`src/rtl/ondra_melodik_if.sv`:
```
// ondra_melodik_if: buffers parallel-port strobes in a FIFO and replays them to the SN76489 with slow write timing.
module ondra_melodik_if #(
    parameter int CE_DIV     = 2,
    parameter int FIFO_DEPTH = 4,
    parameter int WR_HOLD    = 32
) (
    input  logic       clk_sys,
    input  logic       reset_n,
    input  logic [7:0] pp_data,
    input  logic       pp_stb_n,
    input  logic       ovf_clr,
    output logic       psg_ce,
    output logic [7:0] psg_data,
    output logic       psg_wr_n,
    output logic       busy,
    output logic       ovf
);
    localparam int CW = $clog2(CE_DIV);
    localparam int AW = $clog2(FIFO_DEPTH);
    localparam int PW = AW + 1;
    localparam int HW = $clog2(WR_HOLD + 1);

    typedef enum logic [1:0] {IDLE, SETUP, WRITE, RECOVER} state_t;

    logic [CW-1:0] ce_cnt_q, ce_cnt_d;
    logic          s1_q, s2_q, s3_q, s1_d, s2_d, s3_d;
    logic [7:0]    d1_q, d2_q, d1_d, d2_d;
    logic [PW-1:0] wr_ptr_q, rd_ptr_q, wr_ptr_d, rd_ptr_d;
    logic [7:0]    mem [FIFO_DEPTH];
    state_t        state_q, state_d;
    logic [HW-1:0] hold_q, hold_d;
    logic [7:0]    data_q, data_d;
    logic          wr_n_q, wr_n_d, busy_q, busy_d, ovf_q, ovf_d;
    logic          ce, push, pop, empty, full, push_ok;

    assign ce      = ce_cnt_q == CW'(CE_DIV - 1);
    assign empty   = wr_ptr_q == rd_ptr_q;
    assign full    = (wr_ptr_q[AW] != rd_ptr_q[AW]) && (wr_ptr_q[AW-1:0] == rd_ptr_q[AW-1:0]);
    assign push    = s3_q & ~s2_q;
    assign pop     = (state_q == IDLE) && !empty;
    // A pop in the same cycle frees the slot, so a push into a full FIFO still lands.
    assign push_ok = push && (!full || pop);

    always_comb begin
        ce_cnt_d = ce ? '0 : ce_cnt_q + 1'b1;
        s1_d     = pp_stb_n;
        s2_d     = s1_q;
        s3_d     = s2_q;
        d1_d     = pp_data;
        d2_d     = d1_q;
        wr_ptr_d = wr_ptr_q + PW'(push_ok);
        rd_ptr_d = rd_ptr_q + PW'(pop);
        ovf_d    = (push && full && !pop) ? 1'b1 : ovf_clr ? 1'b0 : ovf_q;
        busy_d   = !empty || (state_q != IDLE);
        state_d  = state_q;
        hold_d   = hold_q;
        data_d   = data_q;
        wr_n_d   = wr_n_q;
        if (pop) begin
            data_d  = mem[rd_ptr_q[AW-1:0]];
            state_d = SETUP;
        end else if (ce) begin
            case (state_q)
                SETUP: begin
                    wr_n_d  = 1'b0;
                    hold_d  = HW'(WR_HOLD - 1);
                    state_d = WRITE;
                end
                WRITE: begin
                    hold_d  = (hold_q == '0) ? hold_q : hold_q - 1'b1;
                    wr_n_d  = (hold_q == '0);
                    state_d = (hold_q == '0) ? RECOVER : WRITE;
                end
                RECOVER: state_d = IDLE;
                default: state_d = state_q;
            endcase
        end
    end

    always_ff @(posedge clk_sys or negedge reset_n) begin
        if (!reset_n) begin
            ce_cnt_q <= '0;
            s1_q     <= 1'b1;
            s2_q     <= 1'b1;
            s3_q     <= 1'b1;
            d1_q     <= '0;
            d2_q     <= '0;
            wr_ptr_q <= '0;
            rd_ptr_q <= '0;
            state_q  <= IDLE;
            hold_q   <= '0;
            data_q   <= '0;
            wr_n_q   <= 1'b1;
            busy_q   <= 1'b0;
            ovf_q    <= 1'b0;
        end else begin
            ce_cnt_q <= ce_cnt_d;
            s1_q     <= s1_d;
            s2_q     <= s2_d;
            s3_q     <= s3_d;
            d1_q     <= d1_d;
            d2_q     <= d2_d;
            wr_ptr_q <= wr_ptr_d;
            rd_ptr_q <= rd_ptr_d;
            state_q  <= state_d;
            hold_q   <= hold_d;
            data_q   <= data_d;
            wr_n_q   <= wr_n_d;
            busy_q   <= busy_d;
            ovf_q    <= ovf_d;
        end
    end

    always_ff @(posedge clk_sys) begin
        if (push_ok) mem[wr_ptr_q[AW-1:0]] <= d2_q;
    end

    assign psg_ce   = ce;
    assign psg_data = data_q;
    assign psg_wr_n = wr_n_q;
    assign busy     = busy_q;
    assign ovf      = ovf_q;
endmodule

```
`config.mk`:
```
export PLATFORM = sky130hd
export DESIGN_NAME = ondra_melodik_if
export DESIGN_NICKNAME = d
export VERILOG_FILES = /design/src/rtl/ondra_melodik_if.sv
export SDC_FILE = /design/constraint.sdc
export NUM_CORES = 1
export LEC_CHECK = 0
export CORE_MARGIN = 10
export CORE_UTILIZATION = 35
export CTS_BUF_LIST = sky130_fd_sc_hd__clkbuf_8
export CTS_CLUSTER_SIZE = 20
export DETAILED_ROUTE_END_ITERATION = 16
export GPL_TIMING_DRIVEN = 0
export SKIP_LAST_GASP = 1
export SLEW_MARGIN = 40
export SYNTH_ARGS = -nofsm -noshare
export SYNTH_HDL_FRONTEND = slang
export SYNTH_SLANG_ARGS = --single-unit
```
`constraint.sdc`:
```
create_clock -name clk_sys -period 2.33 [get_ports clk_sys]
set_input_delay 0.3495 -clock clk_sys [delete_from_list [all_inputs] [get_ports clk_sys]]
set_output_delay 0.3495 -clock clk_sys [all_outputs]
set_load 0.005 [all_outputs]
```
==> results of run 1 <==
state kept, by name, summed over array words and instances (netlist names):
signal,cells
s1_q,1
ovf,1
state_q,2
psg_wr_n,1
s3_q,1
busy,1
hold_q,6
d2_q,8
mem,32
wr_ptr_q,3
psg_data,8
d1_q,8
s2_q,1
rd_ptr_q,3
psg_ce,1
path summary, 6_finish.rpt:
| check | cells past startpoint | from | slack, ns | to |
|---|---|---|---|---|
| setup / recovery | 7 | state_q[0]$_DFFE_PN0P_ | 0.20 | hold_q[0]$_DFFE_PN0P_ |
| hold / removal | 0 | d1_q[4]$_DFF_PN0_ | 0.35 | d2_q[4]$_DFF_PN0_ |
| setup reg to reg | 7 | state_q[0]$_DFFE_PN0P_ | 0.20 | hold_q[0]$_DFFE_PN0P_ |
| hold reg to reg | 0 | d1_q[4]$_DFF_PN0_ | 0.35 | d2_q[4]$_DFF_PN0_ |
| max in group asynchronous | 3 | reset_n | 1.37 | s1_q$_DFF_PN1_ |
| min in group asynchronous | 2 | reset_n | 0.45 | psg_data[5]$_DFFE_PN0N_ |
final cells by class:
type / count / area share (%)
sequential: 77 / 59.0
multi-input combinational: 76 / 22.9
timing repair buffer: 25 / 7.48
tap: 105 / 3.70
clock buffer: 9 / 3.49
clock inverter: 7 / 1.41
buffer: 4 / 1.16
inverter: 8 / 0.847
worst reg2reg max path, stage by stage, from the launching register on:
cell	delay [ns]
dfrtp_1	0.40
inv_1	0.11
ha_1	0.33
nand2b_1	0.14
nor4_2	0.37
and4b_1	0.25
buf_6	0.13
mux2_4	0.29
cell usage after synthesis, types with 4 or more instances:
cell / count
dfrtp_1: 41
edfxtp_1: 32
ha_1: 10
mux2_2: 9
inv_1: 8
mux4_2: 8
nor2_1: 7
nand2_1: 5
dfstp_2: 4
cells by family (layout without fill, tap and decap cells):
group	after synthesis	count (layout)	synth area share, %
flops	77	77	70.8
buf+inv	12	53	2.41
mux	19	19	10.5
compound gates	12	12	4.10
simple gates	29	29	5.29
fa+ha+maj	10	10	4.23
xor+xnor	6	6	2.67
stage by stage:
| step | instances | power [mW] | cell area [µm²] | worst slack, ns |
|---|---|---|---|---|
| after floorplan | 165 | 2.82 | 2960 | 0.262 |
| after global placement | 293 | 3.24 | 3320 | -0.391 |
| after detailed placement | 294 | 3.28 | 3350 | 0.0530 |
| after CTS | 311 | 4.20 | 3530 | 0.0291 |
| after global routing | 311 | 4.41 | 3550 | 0.0271 |
| final | 311 | 4.13 | 3550 | 0.196 |
metal layers:
layer	up-vias	share of wire (%)	track usage, %
met5	-	0	0
met4	0	0.56	4.11
met3	4	4.4	3.38
met2	30	47	12.2
met1	726	48	10.7
li1	683	-	-
power by group:
part / leakage (nW) / switching, mW / internal [mW]
registers: 0.797 / 0.189 / 1.68
clock network: 0.0937 / 0.501 / 0.392
logic: 0.492 / 0.632 / 0.728
total: 1.38 / 1.32 / 2.80
timing repair:
action	CTS	global route
endpoints found under the setup margin	0	14
gates resized for setup	0	2
hold buffers	1	0
hold endpoints to repair	23	0
==> reports/summary.md, run 1 <==
* **outcome** finished, final reports clean
* **static power due to leakage** 1.38 nW
* **largest incremental delay on the critical path** 0.40 ns
* **Async SR Flop Fraction** 58.4%
* **type of the tightest min-delay check** reg -> reg
* **placeable core region** 0.00822 mm²
* **sort of element at the end of the critical path** flip-flop
* **EDFF count, synth** 32
* **die footprint** 0.0125 mm²
* **maximum clock rate** 469 MHz
* **TritonCTS clock tree** built
* **Multi-input gate area** 813 µm²
* **total congestion overflow** 0
* **Arrival @ worst endpoint** 2.37 ns
* **category of cells accounting for the largest share of critical-path delay** simple AND/OR/NAND/NOR gates
* **GR Util All Layers** 8.41%
* **top post-synthesis cells by area** dfrtp_1 (35%), edfxtp_1 (33%), mux4_2 (6.1%)
* **number of global-route vias before repair** 1596
* **final-layout setup total negative slack** 0 ns
* **Top FF cell, synth** dfrtp_1
* **via count** 1443
* **synthesized area per cell** 17.9 µm²
* **antenna violations before repair** 0
* **leading cell types in the layout, fill and taps excluded** dfrtp_1 (41), edfxtp_1 (32), clkdlybuf4s50_1 (22)
* **synthesized netlist net count** 187
* **sequential-to-total area share from yosys stat** 70.8%
* **transition time at the pin with the least slew margin** 0.524 ns
* **Starting Density** 36.0%
* **endpoints failing setup** 0
* **ANT nets after route** 0
* **worst path buffer plus inverter count** 2
* **power density relative to cell area** 1160 mW/mm²
* **synthesized cell area** 0.00296 mm²
* **fill count** 739
* **cell row count** 33
* **number of levels the H-tree was split into** 3
* **worst skew pair latency** 0.34 ns
* **Root Buffer Master** clkbuf_8
* **fin crit period** 2.13 ns
* **largest fanout on the critical path** 8
* **total setup buffers inserted after CTS** 0
* **type of the worst setup path** reg -> reg
* **FF+latch count, synth** 77
* **Synth area leader** dfrtp_1
* **horizontal extent of the die** 112 µm
* **area fraction of the dominant cell type after synthesis** 34.7%
* **number of clock sinks** 77
* **final routed wire length divided by cell count** 15.9 µm
* **maximum number of buffers from clock root to sink** 2
* **max_cap viols** 0
* **die extent in y** 112 µm
* **commonest non-fill, non-tap cell in the layout** dfrtp_1
* **Final Cycle Share** 91.6%
* **count of TritonRoute iterations in the first routing pass** 4
* **number of vias per cell after detailed routing** 4.64
* **number of buffer cells added on primary ports** 23
* **utilization after layout** 43.2%
* **pin count of the biggest net entering global routing** 25
* **IO Count** 24
* **synth unique cells** 37
* **final count of pins violating max slew** 0
* **worst voltage drop across the vdd grid** 342 µV
* **DRC marker count from the first detailed-route iteration** 57
* **global-route wire length before repair** 8.25 mm
* **synthesis-to-finish area growth** 20.0%
* **worst hold-check slack** 0.352 ns
* **total count of hold-check failures in the final report** 0
* **register area** 0.00209 mm²
* **clock slew seen by the registers of the worst setup and hold paths** 0.08 ns
* **total DRC errors in the routed layout** 0
* **DP Wirelength** 3.32 mm
* **Critical-path top delay cell** dfrtp_1
* **critical path cell sequence** inv_1, ha_1, nand2b_1, nor4_2, and4b_1, buf_6, mux2_4
* **worst relative slew slack** 65.0%
* **gate count after technology mapping** 165
* **post-route clock skew** 0.00699 ns
* **diode count** 0
* **fraction of layout cells with a size suffix above 1** 26.7%
* **number of buffers inserted during clock tree synthesis** 9
* **number of nets in the layout** 223
* **unrepaired setup endpoints after global routing** false
* **category of the worst setup path launch point** flip-flop
* **Warnings, synthesis** 0
* **required time reported for the critical path endpoint** 2.57 ns
* **DRT Wirelength** 4.96 mm
* **Final Wtd Congestion** 0.711
No activity file was read; power rests on OpenSTA's default activity.
==> inputs of run 2 (changes only) <==
--- a/config.mk
+++ b/config.mk
@@ -8,7 +8,7 @@
 export CORE_MARGIN = 10
 export CORE_UTILIZATION = 35
 export CTS_BUF_LIST = sky130_fd_sc_hd__clkbuf_8
-export CTS_CLUSTER_SIZE = 20
+export CTS_CLUSTER_SIZE = 40
 export DETAILED_ROUTE_END_ITERATION = 16
 export GPL_TIMING_DRIVEN = 0
 export SKIP_LAST_GASP = 1
==> results of run 2 <==
No change in the layout: final DEF, timing and power equal those of run 1.
